==> src/rtl/bg_pattern_gen.sv <==
// VGA background generator: solid, frame+brackets, colour matrix, gradient band.
// Define BG_SCROLL_EN to compile in the frame-synchronous gradient scroll.
module bg_pattern_gen #(
  parameter int XFRAME          = 635,
  parameter int YFRAME          = 475,
  parameter int BRACKET_OFFSET  = 30,
  parameter int MATRIX_LEFT_X   = 100,
  parameter int MATRIX_TOP_Y    = 100,
  parameter int CELL_LOG2       = 3,
  parameter int GRAD_TOP_Y      = 8,
  parameter int SCROLL_DIV_LOG2 = 2,
  parameter int SCROLL_STEP     = 4
) (
  input  logic        clk,
  input  logic        reset,
  input  logic [10:0] pixelX,
  input  logic [10:0] pixelY,
  input  logic [1:0]  mode,
  input  logic [7:0]  solidColor,
  output logic [7:0]  BG_RGB,
  output logic        boardersDrawReq,
  output logic        frameStart
);

  localparam logic [10:0] LP_BL  = 11'(BRACKET_OFFSET);
  localparam logic [10:0] LP_BR  = 11'(XFRAME - BRACKET_OFFSET);
  localparam logic [10:0] LP_BB  = 11'(YFRAME - BRACKET_OFFSET);
  localparam logic [10:0] LP_XF  = 11'(XFRAME);
  localparam logic [10:0] LP_YF  = 11'(YFRAME);
  localparam logic [10:0] LP_MX0 = 11'(MATRIX_LEFT_X);
  localparam logic [10:0] LP_MX1 = 11'(MATRIX_LEFT_X + (16 << CELL_LOG2));
  localparam logic [10:0] LP_MY0 = 11'(MATRIX_TOP_Y);
  localparam logic [10:0] LP_MY1 = 11'(MATRIX_TOP_Y + (16 << CELL_LOG2));
  localparam logic [10:0] LP_GY0 = 11'(GRAD_TOP_Y);
  localparam logic [10:0] LP_GY1 = 11'(GRAD_TOP_Y + 16);

  logic        w_zero;
  logic        w_fs;
  logic [10:0] w_dx;
  logic [10:0] w_dy;
  logic [10:0] w_cx;
  logic [10:0] w_cy;
  logic [10:0] w_xs;
  logic        w_unused;

  logic        r_prevZero;
  logic [1:0]  r_modeR;
  logic [7:0]  r_solidR;

  logic        r1_fs;
  logic        r1_bracket;
  logic        r1_border;
  logic        r1_inMat;
  logic        r1_inBand;
  logic [3:0]  r1_col;
  logic [3:0]  r1_row;
  logic [7:0]  r1_grad;

  logic [7:0]  w_rgb;
  logic        w_req;
  logic [7:0]  r2_rgb;
  logic        r2_req;
  logic        r2_fs;

  assign w_zero = (pixelX == '0) && (pixelY == '0);
  assign w_fs   = w_zero && !r_prevZero;

  assign w_dx = pixelX - LP_MX0;
  assign w_dy = pixelY - LP_MY0;
  assign w_cx = w_dx >> CELL_LOG2;
  assign w_cy = w_dy >> CELL_LOG2;

`ifdef BG_SCROLL_EN
  localparam logic [SCROLL_DIV_LOG2-1:0] LP_ONE = 1;

  logic [SCROLL_DIV_LOG2-1:0] r_frameCnt;
  logic [10:0]                r_scroll;

  // scroll advances on the frame start that wraps the frame counter
  always_ff @(posedge clk) begin
    if (reset) begin
      r_frameCnt <= '0;
      r_scroll   <= '0;
    end else if (w_fs) begin
      r_frameCnt <= r_frameCnt + LP_ONE;
      if (r_frameCnt == '1)
        r_scroll <= r_scroll + 11'(SCROLL_STEP);
    end
  end

  assign w_xs = pixelX + r_scroll;
`else
  assign w_xs = pixelX;
`endif

  assign w_unused = &{1'b0, w_cx, w_cy, w_xs};

  always_ff @(posedge clk) begin
    if (reset) begin
      r_prevZero <= 1'b0;
      r_modeR    <= 2'd0;
      r_solidR   <= 8'h00;
    end else begin
      r_prevZero <= w_zero;
      if (w_fs) begin
        r_modeR  <= mode;
        r_solidR <= solidColor;
      end
    end
  end

  always_ff @(posedge clk) begin
    if (reset) begin
      r1_fs      <= 1'b0;
      r1_bracket <= 1'b0;
      r1_border  <= 1'b0;
      r1_inMat   <= 1'b0;
      r1_inBand  <= 1'b0;
      r1_col     <= '0;
      r1_row     <= '0;
      r1_grad    <= '0;
    end else begin
      r1_fs      <= w_fs;
      r1_bracket <= (pixelX == LP_BL) || (pixelY == LP_BL) ||
                    (pixelX == LP_BR) || (pixelY == LP_BB);
      r1_border  <= (pixelX == '0) || (pixelY == '0) ||
                    (pixelX == LP_XF) || (pixelY == LP_YF);
      r1_inMat   <= (pixelX >= LP_MX0) && (pixelX < LP_MX1) &&
                    (pixelY >= LP_MY0) && (pixelY < LP_MY1);
      r1_inBand  <= (pixelY >= LP_GY0) && (pixelY < LP_GY1);
      r1_col     <= w_cx[3:0];
      r1_row     <= w_cy[3:0];
      r1_grad    <= {w_xs[8:6], w_xs[5:3], w_xs[2:1]};
    end
  end

  // modeR here already holds the value latched for the pixel in stage 1
  always_comb begin
    w_rgb = r_solidR;
    w_req = 1'b0;
    unique case (r_modeR)
      2'd0: w_rgb = r_solidR;
      2'd1: begin
        if (r1_bracket) begin
          w_rgb = 8'hFF;
          w_req = 1'b1;
        end else if (r1_border) begin
          w_rgb = 8'hFC;
        end else begin
          w_rgb = 8'h00;
        end
      end
      2'd2: begin
        if (r1_inMat)
          w_rgb = {r1_col[2:0], r1_row[2:0], r1_col[3], r1_row[3]};
      end
      2'd3: begin
        if (r1_inBand)
          w_rgb = r1_grad;
      end
    endcase
  end

  always_ff @(posedge clk) begin
    if (reset) begin
      r2_rgb <= 8'h00;
      r2_req <= 1'b0;
      r2_fs  <= 1'b0;
    end else begin
      r2_rgb <= w_rgb;
      r2_req <= w_req;
      r2_fs  <= r1_fs;
    end
  end

  assign BG_RGB          = r2_rgb;
  assign boardersDrawReq = r2_req;
  assign frameStart      = r2_fs;

endmodule
==> config.mk <==
export PLATFORM = sky130hd
export DESIGN_NAME = bg_pattern_gen
export DESIGN_NICKNAME = d
export VERILOG_FILES = /design/src/rtl/bg_pattern_gen.sv
export SDC_FILE = /design/constraint.sdc
export NUM_CORES = 1
export LEC_CHECK = 0
export CAP_MARGIN = 20
export CORE_MARGIN = 2
export CORE_UTILIZATION = 45
export DETAILED_ROUTE_END_ITERATION = 8
export PLACE_DENSITY = 0.79
export SLEW_MARGIN = 30
export SYNTH_ARGS = -nofsm -noshare
export SYNTH_HDL_FRONTEND = slang
export SYNTH_SLANG_ARGS = --single-unit
==> constraint.sdc <==
create_clock -name clk -period 2.2 [get_ports clk]
set_input_delay 0.44 -clock clk [delete_from_list [all_inputs] [get_ports clk]]
set_output_delay 0.44 -clock clk [all_outputs]
set_load 0.01 [all_outputs]
Yosys cells after proc, flatten, opt, wreduce, memory -nomap -nowiden
Index checks and enable logic that the tools add are counted.
{ "op_classes": {"n_shift": 0, "n_mux": 6, "add_sub_neg": 2, "n_div": 0, "n_reduce_logical": 17, "bitwise": 1, "n_eq_ne": 9, "n_lt_le_gt_ge": 6, "multipliers": 0} }
{ "ops": {"columns": ["cell", "count"], "rows": [
  ["two-way mux 8 bit", 4],
  ["one-hot mux 8 bit (4 select lines)", 1],
  ["== test 11 x 10 -> 1 bit, second input constant", 2],
  ["== test 11 x 5 -> 1 bit, second input constant", 2],
  ["== test 11 x 9 -> 1 bit, second input constant", 2],
  ["greater-or-equal comparator 11 x 7 -> 1 bit, second input constant", 2],
  ["zero test 11 bit", 2],
  ["less-than comparator 11 x 8 -> 1 bit, second input constant", 2],
  ["subtractor 7 bit, second input constant", 2],
  ["greater-or-equal comparator 11 x 4 -> 1 bit, second input constant", 1],
  ["less-than comparator 11 x 5 -> 1 bit, second input constant", 1],
  ["logical AND 1 bit", 6],
  ["logical OR 1 bit", 6],
  ["== test 2 bit, second input constant", 2],
  ["== test 2 x 1 -> 1 bit, second input constant", 1],
  ["zero test 2 bit", 1],
  ["OR reduction 2 bit", 1],
  ["zero test 1 bit", 1],
  ["two-way mux 1 bit", 1],
  ["NOT 1 bit", 1]
]} }
{ "word_totals": {"out_inout_bits": 10, "latchBits": 0, "mem_bits_ro": 0, "register_bits": 42, "n_memories": 0, "ramBits": 0, "inputBits": 34, "elab_cells": 55} }

Longest topological paths before layout
{ "logic_depth": {"ltp_word": 4, "depth_mapped": 7, "ltp_nobuf": 6} }

Least setup slack after synthesis
No wires, ideal clock.
{ "synth_timing": {"kind": "in2reg", "start": "in pixelX[2]", "end": "reg r_modeR[1]", "required_time_ns": 2.068, "slack_ns": 0.533, "setup_time_ns": 0.132, "path_stages": 6, "t_arrival_ns": 1.535, "n_path_buf": 0, "cell_sequence": "inv_1 -> ha_1 -> nor4b_2 -> nand3_1 -> o31ai_1 -> a21oi_1"} }
{ "synth_between": {"elab_chain_cells": 3} }
{ "synth_lines": {"columns": ["item", "line_no", "rtl"], "rows": [
  ["start: declaration", "16", "input logic [10:0] pixelX,"],
  ["zero test 11 bit", "65", "assign w_zero = (pixelX == '0) && (pixelY == '0);"],
  ["logical AND 1 bit", "65", null],
  ["logical AND 1 bit", "66", "assign w_fs = w_zero && !r_prevZero;"],
  ["end signal: assignment", "106", "r_modeR <= mode;"],
  ["end: declaration", "47", "logic [1:0] r_modeR;"]
]} }
Every way passes these cells.
A chain may end at the register's enable or synchronous reset.

Final worst setup path
{ "layout_timing": {"start": "in pixelX[3]", "end": "reg r1_inMat"} }
{ "layout_between": {"elab_chain_cells": 4, "word_cells_on_any_way": 5, "cone_classes": "2 x order compare; 3 x reduce/logical"} }
{ "layout_lines": {"columns": ["item", "line_no", "rtl"], "rows": [
  ["greater-or-equal comparator 11 x 7 -> 1 bit / less-than comparator 11 x 8 -> 1 bit (equally long branches)", "128", "r1_inMat <= (pixelX >= LP_MX0) && (pixelX < LP_MX1) &&"],
  ["logical AND 1 bit (*) (2 in series)", "128", null],
  ["logical AND 1 bit (*)", "129", "(pixelY >= LP_MY0) && (pixelY < LP_MY1);"],
  ["end signal: assignment", "128", null],
  ["end: declaration", "53", "logic r1_inMat;"]
]} }
Mark *: on every way between the ends. The rest lies on a longest branch, timed or not.

==> flow_summary.html <==
<table>
<tr><th>Metric</th><th>Value</th></tr>
<tr><th colspan="2">Status</th></tr>
<tr><td>Status</td><td>finished, final reports clean</td></tr>
<tr><th colspan="2">Layout</th></tr>
<tr><td>Number of nets in the finished design</td><td>323</td></tr>
<tr><td>Commonest cells after routing, fill and taps aside</td><td>sky130_fd_sc_hd__clkdlybuf4s50_1 (43), sky130_fd_sc_hd__dfxtp_1 (42), sky130_fd_sc_hd__buf_4 (24)</td></tr>
<tr><td>Area growth, synth to finish</td><td>37.90%</td></tr>
<tr><td>Most frequent standard cell in the layout excluding fill and tap cells</td><td>sky130_fd_sc_hd__clkdlybuf4s50_1</td></tr>
<tr><td>Layout Cells excl Fill</td><td>331</td></tr>
<tr><td>Diode insertion count for antenna repair</td><td>0</td></tr>
<tr><td>Fraction of layout instances using a drive strength above 1</td><td>12.46%</td></tr>
<tr><th colspan="2">Power</th></tr>
<tr><td>Peak supply drop</td><td>285.0 uV</td></tr>
<tr><td>Leak pwr</td><td>0.9836 nW</td></tr>
<tr><td>Power density cells</td><td>583.8 nW/um^2</td></tr>
<tr><th colspan="2">Critical path</th></tr>
<tr><td>Data required time at the worst endpoint</td><td>2.40 ns</td></tr>
<tr><td>Class of the most critical setup path</td><td>input pin to register</td></tr>
<tr><td>Worst path arrival time</td><td>2.10 ns</td></tr>
<tr><td>R2r setup slk</td><td>0.63 ns</td></tr>
<tr><td>Element type at the critical path end</td><td>register</td></tr>
<tr><td>Sort of element at the start of the critical path</td><td>input pin</td></tr>
<tr><td>Maximum fanout along the worst path</td><td>3</td></tr>
<tr><th colspan="2">STA</th></tr>
<tr><td>Final critical delay including setup and external delays</td><td>1.904 ns</td></tr>
<tr><td>Fin crit share</td><td>86.53%</td></tr>
<tr><td>Final Hold Violating Endpoints</td><td>0</td></tr>
<tr><td>Worst clock skew on the final layout</td><td>0.006366 ns</td></tr>
<tr><td>Final Slew Violations</td><td>0</td></tr>
<tr><td>Max-Slew Margin vs Limit</td><td>70.51%</td></tr>
<tr><td>Unrepaired setup endpoints after global routing</td><td>no</td></tr>
<tr><td>Slew of the pin with the lowest slew margin</td><td>0.4418 ns</td></tr>
<tr><td>Total Neg Setup Slack</td><td>0 ns</td></tr>
<tr><td>Setup Viol. Count Final</td><td>0</td></tr>
<tr><td>Maximum achievable frequency</td><td>525.3 MHz</td></tr>
<tr><th colspan="2">Routing</th></tr>
<tr><td>Pre-antenna DRT Iters</td><td>4</td></tr>
<tr><td>Routed length per placed instance</td><td>13.92 um</td></tr>
<tr><td>Total via count in the routed design</td><td>1804</td></tr>
<tr><td>Total routed wire length on the met1 layer</td><td>2046 um</td></tr>
<tr><td>Highest metal layer used by the detailed router</td><td>met4</td></tr>
<tr><td>Detailed route wirelength on metal2</td><td>2225 um</td></tr>
<tr><td>Average vias per placed instance</td><td>5.450</td></tr>
<tr><td>DRC Markers</td><td>0</td></tr>
<tr><td>Met3 routed wirelength</td><td>223 um</td></tr>
<tr><td>Count of routing violations after the opening detailed-route iteration</td><td>145</td></tr>
<tr><td>Residual antenna-violating net count after detailed routing</td><td>0</td></tr>
<tr><td>Total detailed-routing wirelength</td><td>4606 um</td></tr>
<tr><th colspan="2">Logic synthesis</th></tr>
<tr><td>Post-Synthesis Cells</td><td>220</td></tr>
<tr><td>Proportion of register bits with asynchronous set or reset after synthesis</td><td>0%</td></tr>
<tr><td>Leading register cell type out of synthesis</td><td>sky130_fd_sc_hd__dfxtp_1</td></tr>
<tr><td>Post-Syn Nets</td><td>263</td></tr>
<tr><td>Synthesized area divided by synthesized cell count</td><td>8.838 um^2</td></tr>
<tr><td>Count of flip-flops with a built-in enable after synthesis</td><td>0</td></tr>
<tr><td>Flip-flop and latch count after synthesis</td><td>42</td></tr>
<tr><td>Netlist Area Pre-Place</td><td>1944 um^2</td></tr>
<tr><td>Seq/Total Area, Yosys</td><td>43.24%</td></tr>
<tr><td>Distinct cell type count after synthesis</td><td>39</td></tr>
<tr><td>YS warnings</td><td>0</td></tr>
<tr><th colspan="2">Global routing</th></tr>
<tr><td>Initial antenna violation count</td><td>0</td></tr>
<tr><td>Global-route wire length before repair</td><td>7714 um</td></tr>
<tr><td>Vias in the first global route</td><td>1696</td></tr>
<tr><td>Total track usage</td><td>19.73%</td></tr>
<tr><td>Total gr overflow</td><td>0</td></tr>
<tr><td>Maximum number of pins on one net before global-route repair</td><td>21</td></tr>
<tr><th colspan="2">Hold path</th></tr>
<tr><td>Worst min-delay path class</td><td>register to register</td></tr>
<tr><th colspan="2">Clock network</th></tr>
<tr><td>Number of buffers added to fix hold violations after cts</td><td>0</td></tr>
<tr><td>Clock Latency Late Sink</td><td>0.30 ns</td></tr>
<tr><td>CTS tree</td><td>yes</td></tr>
<tr><td>Clock transition at the registers of the reported paths</td><td>0.08 ns</td></tr>
<tr><td>Maximum clock insertion buffer count</td><td>2</td></tr>
<tr><td>Number of buffers inserted by post-CTS setup repair</td><td>0</td></tr>
<tr><td>Clock tree root driver cell</td><td>sky130_fd_sc_hd__clkbuf_8</td></tr>
<tr><td>CTS Buf Count</td><td>5</td></tr>
<tr><td>Sink count of the clock tree</td><td>42</td></tr>
<tr><td>CTS-repair resized insts</td><td>0</td></tr>
<tr><td>Number of H-tree branching levels</td><td>2</td></tr>
<tr><th colspan="2">Die</th></tr>
<tr><td>Die width</td><td>69.73 um</td></tr>
<tr><td>Initial Utilization</td><td>47.58%</td></tr>
<tr><td>I/O pin count</td><td>44</td></tr>
<tr><td>Core Footprint</td><td>4086 um^2</td></tr>
<tr><td>Area of the die</td><td>4862 um^2</td></tr>
<tr><td>Cell row count</td><td>23</td></tr>
<tr><td>Die extent in y</td><td>69.73 um</td></tr>
<tr><th colspan="2">Run</th></tr>
<tr><td>Max-cap violation count</td><td>0</td></tr>
<tr><th colspan="2">Placement</th></tr>
<tr><td>GPL Wtd Cong</td><td>0.8588</td></tr>
<tr><td>Placed instance count</td><td>323</td></tr>
<tr><td>Half-perimeter wire length after detailed placement</td><td>3550 um</td></tr>
<tr><td>Buffers added on ports</td><td>43</td></tr>
</table>
-- where the power goes --
| part | total [mW] | switching (mW) | internal, mW |
|---|---|---|---|
| combinational | 0.172 | 0.0723 | 0.0999 |
| sequential | 0.785 | 0.00614 | 0.779 |
| clock | 0.608 | 0.268 | 0.340 |
| total | 1.57 | 0.347 | 1.22 |
-- per-stage QoR --
stage	power (mW)	setup WS, ns	utilization (%)	instance area, um^2	hold slack [ns]
after floorplan	0.8638	0.5330	-	1944	0.4138
after global placement	0.9718	0.02275	62.86	2569	0.4234
after detailed placement	0.9750	-0.01065	62.86	2569	0.4366
after CTS	1.573	0.2954	65.62	2681	0.4544
after global routing	1.633	0.1020	65.62	2681	0.4607
final	1.565	0.2963	65.62	2681	0.4489
-- sequential cells by signal, indices dropped and copies added (netlist names) --
register and count:
BG_RGB 8, r1_grad 8, r_solidR 8, r1_col 4, r1_row 4, r_modeR 2
boardersDrawReq 1, frameStart 1, r1_border 1, r1_bracket 1, r1_fs 1, r1_inBand 1
r1_inMat 1, r_prevZero 1
-- final timing paths --
path                                               from               endpoint  depth (start not counted)
worst max-delay path                          pixelX[3]    r1_inMat$_SDFF_PP0_                          7
worst min-delay path                   r1_fs$_SDFF_PP0_  frameStart$_SDFF_PP0_                          1
worst max register to register  r_modeR[0]$_SDFFE_PP0P_   BG_RGB[3]$_SDFF_PP0_                          4
worst min register to register         r1_fs$_SDFF_PP0_  frameStart$_SDFF_PP0_                          1
-- metal layers --
metal  track usage [%]  vias to the layer above
met4             8.547                        0
met1             23.81                      809
met3             5.669                       11
met2             32.69                       58
li1                  -                      926
met5                 0                        -
-- cells by family (layout without fill, tap and decap cells) --
logic type               Yosys count  after routing  share of synthesized area, %
AND/OR/NAND/NOR                   74             74                         20.85
AO/OA/AOI/OAI                     65             65                         22.14
flip-flops                        42             42                         43.24
buffers and inverters             24             85                         5.277
adder cells (fa/ha/maj)            9              9                         5.792
XOR/XNOR                           6              6                         2.703
-- synth_stat cells, drive strengths merged, types with 8 or more instances --
cell type / number / share of area, %
dfxtp: 42 / 43
a21oi: 19 / 4.9
nor2: 17 / 3.3
nand4: 12 / 3.9
clkbuf: 10 / 1.9
o31ai: 10 / 3.9
ha: 9 / 5.8
nor3: 9 / 2.3
o21ai: 9 / 2.3
inv: 8 / 1.5
nand2: 8 / 1.5
nor2b: 8 / 2.6
-- cell type report --
type | count | area, um^2
fillers | 369 | 1405
multi-input cells | 154 | 1001
flip-flops and latches | 42 | 840.8
repair buffers | 68 | 630.6
clock buffers | 5 | 68.82
well taps | 50 | 62.56
clock inverters | 3 | 43.79
inverters | 9 | 33.78
-- worst max-delay path, stage by stage --
cell and delay (ns):
sky130_fd_sc_hd__clkdlybuf4s50_1 0.42, sky130_fd_sc_hd__inv_1 0.12, sky130_fd_sc_hd__ha_1 0.15, sky130_fd_sc_hd__or4b_1 0.45, sky130_fd_sc_hd__o21ai_1 0.13, sky130_fd_sc_hd__nor3_1 0.07
sky130_fd_sc_hd__a2111oi_2 0.31
Note: power is estimated with default switching activity, not from simulation.
